[src/rtl/spi_cmd_sequencer.sv]
// SPI command decoder/sequencer: frames received bytes into commands, updates core
// registers, streams ROM downloads and serves config-string readback. Macro ROM_CHECKSUM_EN adds command 0x08.
module spi_cmd_sequencer #(
  parameter int STR_AW = 6,
  parameter int LEN_W  = 24
) (
  input  logic              clk,
  input  logic              resetn,
  input  logic              frame_active,
  input  logic [7:0]        rx_byte,
  input  logic              rx_valid,
  input  logic              tx_next,
  output logic [7:0]        tx_byte,
  output logic [STR_AW-1:0] str_addr,
  input  logic [7:0]        str_data,
  output logic [31:0]       core_config,
  output logic [15:0]       ctrl_word,
  output logic              rom_loading,
  output logic [7:0]        rom_do,
  output logic              rom_do_valid,
  output logic              busy
);

  typedef enum logic [1:0] {IDLE, ARG, STREAM, DRAIN} state_t;

  localparam logic [7:0] CMD_STR  = 8'h01;
  localparam logic [7:0] CMD_CFG  = 8'h02;
  localparam logic [7:0] CMD_CTRL = 8'h04;
  localparam logic [7:0] CMD_ROM  = 8'h07;
`ifdef ROM_CHECKSUM_EN
  localparam logic [7:0] CMD_SUM  = 8'h08;
`endif

  state_t            state, state_nxt;
  logic [7:0]        cmd;
  logic [2:0]        arg_cnt;
  logic [23:0]       args;
  logic [LEN_W-1:0]  rem;
  logic              cmd_ok;
  logic              str_mode;

  logic              cmd_byte, arg_byte, arg_last, stream_byte;
  logic [2:0]        cmd_args;
  logic [23:0]       len24;
  logic [LEN_W-1:0]  len;

`ifdef ROM_CHECKSUM_EN
  logic [15:0]       sum;
  logic              sum_mode;
  logic [1:0]        sum_idx;
`endif

  // Argument count per command; zero means unknown command.
  always_comb begin
    // NOTE: every always_comb output gets a default first, so no path can infer a latch.
    cmd_args = 3'd0;
    case (rx_byte)
      CMD_STR:  cmd_args = 3'd1;
      CMD_CFG:  cmd_args = 3'd4;
      CMD_CTRL: cmd_args = 3'd2;
      CMD_ROM:  cmd_args = 3'd3;
`ifdef ROM_CHECKSUM_EN
      CMD_SUM:  cmd_args = 3'd1;
`endif
      default:  cmd_args = 3'd0;
    endcase
  end

  assign len24 = {args[15:0], rx_byte};
  assign len   = LEN_W'(len24);

  always_comb begin
    state_nxt   = state;
    cmd_byte    = 1'b0;
    arg_byte    = 1'b0;
    stream_byte = 1'b0;
    case (state)
      IDLE: begin
        if (rx_valid && cmd_ok) begin
          cmd_byte  = 1'b1;
          state_nxt = (cmd_args == 3'd0) ? DRAIN : ARG;
        end
      end
      ARG: begin
        if (rx_valid) begin
          arg_byte = 1'b1;
          if (arg_cnt == 3'd1)
            state_nxt = (cmd == CMD_ROM && len != '0) ? STREAM : DRAIN;
        end
      end
      STREAM: begin
        if (rx_valid) begin
          stream_byte = 1'b1;
          if (rem == LEN_W'(1)) state_nxt = DRAIN;
        end
      end
      DRAIN:   state_nxt = DRAIN;
      default: state_nxt = IDLE;
    endcase
    // The byte of this cycle is still decoded above; the frame end wins for the state.
    if (!frame_active) state_nxt = IDLE;
  end

  assign arg_last = arg_byte && (arg_cnt == 3'd1);
  assign busy     = (state != IDLE);

  always_ff @(posedge clk) begin
    // NOTE: sequential state uses non-blocking assignments only, so every register samples pre-edge values.
    if (!resetn) state <= IDLE;
    else         state <= state_nxt;
  end

  always_ff @(posedge clk) begin
    if (!resetn) begin
      cmd          <= '0;
      arg_cnt      <= '0;
      args         <= '0;
      rem          <= '0;
      cmd_ok       <= 1'b0;
      str_mode     <= 1'b0;
      str_addr     <= '0;
      core_config  <= '0;
      ctrl_word    <= '0;
      rom_loading  <= 1'b0;
      rom_do       <= '0;
      rom_do_valid <= 1'b0;
`ifdef ROM_CHECKSUM_EN
      sum          <= '0;
      sum_mode     <= 1'b0;
      sum_idx      <= '0;
`endif
    end else begin
      rom_do_valid <= 1'b0;

      // A reset inside a frame leaves cmd_ok low, so the rest of that frame is ignored.
      if (!frame_active) cmd_ok <= 1'b1;
      else if (cmd_byte) cmd_ok <= 1'b0;

      if (cmd_byte) begin
        cmd      <= rx_byte;
        arg_cnt  <= cmd_args;
        str_mode <= 1'b0;
`ifdef ROM_CHECKSUM_EN
        sum_mode <= 1'b0;
`endif
      end

      if (arg_byte) begin
        args    <= {args[15:0], rx_byte};
        arg_cnt <= arg_cnt - 3'd1;
      end

      // Arguments commit only on the final byte, so aborted frames change nothing.
      if (arg_last) begin
        case (cmd)
          CMD_STR: begin
            str_mode <= 1'b1;
            str_addr <= '0;
          end
          CMD_CFG:  core_config <= {args, rx_byte};
          CMD_CTRL: ctrl_word   <= {args[7:0], rx_byte};
          CMD_ROM: begin
            if (len != '0 && frame_active) begin
              rom_loading <= 1'b1;
              rem         <= len;
`ifdef ROM_CHECKSUM_EN
              sum         <= '0;
`endif
            end
          end
`ifdef ROM_CHECKSUM_EN
          CMD_SUM: begin
            sum_mode <= 1'b1;
            sum_idx  <= '0;
          end
`endif
          default: ;
        endcase
      end

      if (stream_byte) begin
        rom_do       <= rx_byte;
        rom_do_valid <= 1'b1;
        rem          <= rem - LEN_W'(1);
`ifdef ROM_CHECKSUM_EN
        sum          <= sum + {8'h00, rx_byte};
`endif
      end

      // Last byte: drop rom_loading as its strobe cycle ends. Frame end with bytes owed: abort.
      if (rom_do_valid && rem == '0) begin
        rom_loading <= 1'b0;
      end else if (!frame_active && rom_loading && !(stream_byte && rem == LEN_W'(1))) begin
        rom_loading <= 1'b0;
        rem         <= '0;
      end

      // Address sticks on the terminating 0x00 so it repeats.
      if (str_mode && tx_next && str_data != 8'h00)
        str_addr <= str_addr + STR_AW'(1);

`ifdef ROM_CHECKSUM_EN
      if (sum_mode && tx_next && sum_idx != 2'd2)
        sum_idx <= sum_idx + 2'd1;
`endif
    end
  end

  always_comb begin
    tx_byte = 8'h00;
    if (str_mode) begin
      tx_byte = str_data;
    end
`ifdef ROM_CHECKSUM_EN
    else if (sum_mode) begin
      case (sum_idx)
        2'd0:    tx_byte = sum[15:8];
        2'd1:    tx_byte = sum[7:0];
        default: tx_byte = 8'h00;
      endcase
    end
`endif
  end

endmodule

[config.mk]
export PLATFORM = sky130hd
export DESIGN_NAME = spi_cmd_sequencer
export DESIGN_NICKNAME = d
export VERILOG_FILES = /design/src/rtl/spi_cmd_sequencer.sv
export SDC_FILE = /design/constraint.sdc
export NUM_CORES = 1
export LEC_CHECK = 0
export BUFFER_PORTS_ARGS = -buffer_cell sky130_fd_sc_hd__buf_2
export CAP_MARGIN = 0
export CORE_ASPECT_RATIO = 0.8
export CORE_MARGIN = 2
export CORE_UTILIZATION = 56
export DETAILED_ROUTE_END_ITERATION = 8
export PLACE_DENSITY_LB_ADDON = 0.25
export SYNTH_ARGS = -nofsm -noshare
export SYNTH_HDL_FRONTEND = slang
export SYNTH_SLANG_ARGS = --single-unit
[constraint.sdc]
create_clock -name clk -period 2.5 [get_ports clk]
set_input_delay 0 -clock clk [delete_from_list [all_inputs] [get_ports clk]]
set_output_delay 0 -clock clk [all_outputs]
set_load 0.03 [all_outputs]
==> results.json, run 1 <==
{
  "area_growth_pct": 25.1,
  "fin_cells": 954,
  "worst_slack_ns": 0.0483,
  "p_comb_frac": 0.058,
  "hpwl_mm": 10.8,
  "cp-end-kind": "flip-flop",
  "sequentialPowerShare": 0.419,
  "fmax_mhz": 408,
  "post-place-ws_ns": 0.0868,
  "clock_path_buffers": 2,
  "cts_tree": "done",
  "grt_max_degree": 78,
  "dp_cells": 917,
  "setup_viol": 0,
  "clk_pin_slew_ns": 0.06,
  "gp_congestion": 0.973,
  "pwr-share-clk": 0.524,
  "timing.slew.headroom": 0.556,
  "antenna_found_initial": 0,
  "die-width_um": 115,
  "maxSlewViolCount": 0,
  "use_met1": 0.445,
  "syn_nets": 731,
  "p_leak_nw": 2.68,
  "post-route-drc-count": 0,
  "syn-cell-area_sq_um": 5540,
  "overflow": 0,
  "holdWs_ns": 0.0174,
  "layout_commonest_cell": "nand2_1",
  "ys_async_sr_fraction": 0,
  "grt_pass1_vias": 5087,
  "synth_flop_cell": "dfxtp_1",
  "initial_core_util": 0.574,
  "cts.sinks": 127,
  "worst_pin_slew_ns": 0.661,
  "core_area_sq_um": 9650,
  "worstSetupPathType": "flip-flop to flip-flop",
  "use_met3": 0.0884,
  "die_area_sq_um": 10700,
  "fp.dieH_um": 92.9,
  "diodes": 0,
  "ios": 94,
  "synthDistinctLibCells": 55,
  "drive_above_1_share": 0.221,
  "p_sw_frac": 0.237,
  "grt_pass1_wl_mm": 25.9,
  "worst-path-max-fanout": 5,
  "fin_skew_ns": 0.00798,
  "wirelength_mm": 15.9,
  "required_ns": 2.77,
  "clk_latency_ns": 0.42,
  "nFillCells": 774,
  "wl_per_cell_um": 16.7,
  "setup_tns_ns": 0,
  "finalHoldViolations": 0,
  "numPortBuffers": 93,
  "grt_usage": 0.311,
  "finalNetCount": 831,
  "p_switching_w": 0.00117,
  "start_kind": "flip-flop",
  "synth_seq_cells": 127,
  "worst-endpoint-arrival_ns": 2.73,
  "synth-edff-count": 0,
  "drtIter0Drc": 499,
  "post_cts_buffers": 0,
  "numCtsBuffers": 17,
  "p_per_area_nw_per_um2": 713,
  "rows": 32,
  "period_share": 0.981,
  "avgSynthCellArea_sq_um": 7.86,
  "ys_seq_area_frac": 0.459,
  "outcome": "finished, final reports clean",
  "ant_nets": 0,
  "ir_drop_v": 0.000442,
  "cts-root-buf": "clkbuf_16",
  "htreeDepth": 4,
  "final_cell_mix": "199 x nand2_1, 127 x dfxtp_1, 113 x a21oi_1, 93 x buf_2, 32 x buf_4",
  "total_power_w": 0.00494,
  "syn_inst": 705,
  "yosys_warnings": 0,
  "drv_cap": 0,
  "busiest_layer": "met2",
  "fin_crit_ns": 2.45,
  "avgViaCountPerCell": 5.80,
  "dr.pass1.iters": 7,
  "hp-class": "input pin to flip-flop",
  "internal_power_w": 0.00377,
  "vias": 5537,
  "rsz0062_at_grt": "false",
  "grt_use_met2": 0.459
}
worst paths after layout:
path,from,to,slack (ns),cells after the start
max,rem[1],rem[18],0.05,7
min,rx_byte[7],rom_do[7],0.02,4
max reg2reg,rem[1],rem[18],0.05,7
min reg2reg,core_config[25],core_config[25],0.45,2
cell families (layout without fill, tap and decap cells):
logic type / Yosys count / in the layout / share of synthesized area
AND/OR/NAND/NOR: 339 / 339 / 0.294
AO/OA/AOI/OAI: 167 / 167 / 0.176
flip-flops: 127 / 127 / 0.459
buffers and inverters: 58 / 171 / 0.0443
XOR/XNOR: 7 / 7 / 0.0111
adder cells (fa/ha/maj): 5 / 5 / 0.0113
multiplexers: 2 / 2 / 0.00384
layer usage:
metal | part of all wire | vias to the layer above
met3 | 0.10 | 19
met5 | 0 | -
li1 | - | 2664
met4 | 0.013 | 0
met2 | 0.44 | 256
met1 | 0.44 | 2598
timing repair:
action / CTS / global route
hold buffers: 5 / 0
gates resized for setup: 1 / 2
endpoints found under the hold margin: 21 / 0
endpoints found under the setup margin: 1 / 16
cell type report:
type	instances	area, sq um	area share
inverters	8	30.0	0.00434
repair buffers	131	776	0.112
well taps	136	170	0.0246
clock inverters	13	176	0.0255
multi-input cells	520	2790	0.403
clock buffers	19	443	0.0640
flip-flops and latches	127	2540	0.367
worst max-delay path, stage by stage (launching register included):
cell	delay [ns]
dfxtp_1	0.35
inv_1	0.10
ha_1	0.25
nor4b_4	0.36
nand3_1	0.17
or4_1	0.43
a2111oi_0	0.54
nor3_1	0.11
state kept, by name (all words and copies together) (netlist names):
register,flops
cmd_ok,1
str_mode,1
ctrl_word,16
cmd,8
args,24
rom_loading,1
state,2
rem,24
str_addr,6
rom_do_valid,1
arg_cnt,3
core_config,32
rom_do,8
power by group through the flow:
stage / Sequential (W) / Combinational (W) / Clock [W]
2_1_floorplan: 0.00211 / 0.000172 / 0
3_3_place_gp: 0.00211 / 0.000264 / 0
3_5_place_dp: 0.00211 / 0.000268 / 0
4_1_cts: 0.00207 / 0.000279 / 0.00260
5_1_grt: 0.00207 / 0.000308 / 0.00269
6_report: 0.00207 / 0.000285 / 0.00259
synth_stat cells (all sizes together) (4+ instances only):
master,number,area (sq um)
a31oi,10,62.6
buf,15,83.8
or2,6,37.5
dfxtp,127,2540
nand3,29,145
a21oi,113,566
inv,8,30.0
and2,11,68.8
o21ai,7,35.0
xnor2,6,52.6
nor2,17,63.8
and3b,4,35.0
a22oi,9,67.6
nand2,199,747
ha,5,62.6
nand4,8,50.1
o211ai,6,45.0
nor3,13,65.1
or3,9,61.3
nand3b,4,30.0
clkbuf,35,131
or4,8,63.8
nor4,18,140
metrics by stage:
step,util,instance area [sq um]
floorplan,-,5540
global placement,0.646,6230
detailed placement,0.646,6230
CTS,0.716,6910
global route,0.718,6930
finish,0.718,6930
(Power assumes the default switching activity.)
==> run 2: changes to the inputs <==
--- a/config.mk
+++ b/config.mk
@@ -12,6 +12,7 @@
 export CORE_UTILIZATION = 56
 export DETAILED_ROUTE_END_ITERATION = 8
 export PLACE_DENSITY_LB_ADDON = 0.25
+export RECOVER_POWER = 25
 export SYNTH_ARGS = -nofsm -noshare
 export SYNTH_HDL_FRONTEND = slang
 export SYNTH_SLANG_ARGS = --single-unit
==> run 2 against run 1 <==
Against the previous run: core utilization decreased by 0.65 points; critical endpoint unchanged; die area is the same; fmax decreased by 0.32%; sequential cell count did not move; critical path depth unchanged; clock skew about the same; final cell count did not move; highest routed layer unchanged; total power about the same; clock power hardly changed.
==> results.json, run 2 (synthesized netlist as in run 1, its figures left out) <==
{
  "antenna_found_initial": 0,
  "worstSetupPathType": "flip-flop to flip-flop",
  "grt_pass1_vias": 5087,
  "rsz0062_at_grt": "false",
  "critPathBufInv": 1,
  "grt_usage": 0.311,
  "rows": 32,
  "diodes": 0,
  "avgViaCountPerCell": 5.84,
  "fin_crit_ns": 2.46,
  "pwr-share-clk": 0.523,
  "reg2reg_from": "rem[1]",
  "die_area_sq_um": 10700,
  "largest_reg_flops": 32,
  "p_leak_nw": 2.46,
  "ant_nets": 0,
  "post-place-ws_ns": 0.0868,
  "post_cts_buffers": 0,
  "top_regs": "core_config (32), args (24), rem (24)",
  "post-route-drc-count": 0,
  "crit_start": "rem[1]",
  "p_per_area_nw_per_um2": 719,
  "fmax_mhz": 407,
  "setup_tns_ns": 0,
  "layout_commonest_cell": "nand2_1",
  "fin_skew_ns": 0.00805,
  "p_sw_frac": 0.237,
  "clk_pin_slew_ns": 0.06,
  "cpPeakStageDelay_ns": 0.55,
  "nFillCells": 802,
  "cts.sinks": 127,
  "worst-path-max-fanout": 5,
  "numPortBuffers": 93,
  "p_comb_frac": 0.058,
  "outcome": "finished, final reports clean",
  "final_cell_mix": "199 x nand2_1, 127 x dfxtp_1, 113 x a21oi_1, 51 x clkbuf_1, 43 x buf_2",
  "setup_viol": 0,
  "worst-endpoint-arrival_ns": 2.73,
  "maxSlewViolCount": 0,
  "area_growth_pct": 23.9,
  "critical-path-top-delay-family": "simple AND/OR/NAND/NOR gates",
  "drv_cap": 0,
  "worst_pin_slew_ns": 0.610,
  "core_area_sq_um": 9650,
  "hp-class": "input pin to flip-flop",
  "internal_power_w": 0.00377,
  "period_share": 0.984,
  "numCtsBuffers": 17,
  "multi_input_area_sq_um": 2790,
  "grt_pass1_wl_mm": 25.9,
  "clock_path_buffers": 2,
  "clk_latency_ns": 0.41,
  "fp.dieH_um": 92.9,
  "cp-end-kind": "flip-flop",
  "htreeDepth": 4,
  "wirelength_mm": 15.9,
  "ff_latch_area_sq_um": 2540,
  "required_ns": 2.77,
  "cts_tree": "done",
  "wl_per_cell_um": 16.6,
  "regMostFlops": "core_config",
  "sequentialPowerShare": 0.419,
  "finalNetCount": 831,
  "grt_max_degree": 78,
  "path_cells": "inv_1, ha_1, nor4b_4, nand3_1, or4_1, a2111oi_0, nor3_1",
  "start_kind": "flip-flop",
  "finalHoldViolations": 0,
  "vias": 5568,
  "die-width_um": 115,
  "p_switching_w": 0.00117,
  "ir_drop_v": 0.000441,
  "gp_congestion": 0.973,
  "timing.slew.headroom": 0.590,
  "worst_slack_ns": 0.0404,
  "overflow": 0,
  "cts-root-buf": "clkbuf_16",
  "drtIter0Drc": 482,
  "dr.pass1.iters": 6,
  "drive_above_1_share": 0.160,
  "cp_slowest_cell": "a2111oi_0",
  "ios": 94,
  "initial_core_util": 0.574,
  "hpwl_mm": 10.8,
  "worstHoldStart": "rx_byte[7]"
}
run 2: cell count changes in the layout (fill, tap and decap cells not counted), sizes merged:
| cell | delta |
|---|---|
| buf | -50 |
| clkbuf | +50 |
run 2: metrics by stage:
step | total power, W | utilization | cells | hold slack, ns | area (sq um)
after floorplan | 0.00228 | - | 705 | 0.0918 | 5540
after global placement | 0.00237 | 0.646 | 917 | 0.284 | 6230
after detailed placement | 0.00238 | 0.646 | 917 | 0.305 | 6230
after CTS | 0.00495 | 0.716 | 954 | 0.00230 | 6910
after global routing | 0.00506 | 0.711 | 954 | 0.0291 | 6860
final | 0.00494 | 0.711 | 954 | 0.0227 | 6860
run 2: power groups by stage:
stage	registers [W]	logic, W	clock network [W]
floorplan	0.00211	0.000172	0
global placement	0.00211	0.000264	0
detailed placement	0.00211	0.000268	0
CTS	0.00207	0.000279	0.00260
global route	0.00207	0.000307	0.00269
finish	0.00207	0.000285	0.00258
run 2: layout make-up:
type / count / share of cell area
tap: 136 / 0.0248
multi-input combinational: 520 / 0.406
clock inverter: 13 / 0.0257
timing repair buffer: 131 / 0.104
sequential: 127 / 0.370
inverter: 8 / 0.00438
clock buffer: 19 / 0.0645
run 2: metal layers:
metal | global-route usage | routed length (um) | part of all wire
met1 | 0.445 | 7100 | 0.45
met2 | 0.459 | 7030 | 0.44
met3 | 0.0884 | 1480 | 0.093
met4 | 0.0823 | 271 | 0.017
met5 | 0 | 0 | 0
run 2: timing repair:
| item | in CTS | in global routing |
|---|---|---|
| gates resized for setup | 1 | 2 |
| endpoints found under the setup margin | 1 | 16 |
| endpoints found under the hold margin | 21 | 0 |
| hold buffers | 5 | 0 |
run 2: worst paths after layout:
| check | end | slack (ns) | cells after the start |
|---|---|---|---|
| min reg2reg | core_config[27] | 0.45 | 2 |
| min | rom_do[7] | 0.02 | 4 |
| max | rem[18] | 0.04 | 7 |
| max reg2reg | rem[18] | 0.04 | 7 |
run 2: worst min-delay path: stages:
cell	delay [ns]
buf_2	0.10
buf_4	0.17
nand2_1	0.06
a21oi_1	0.05
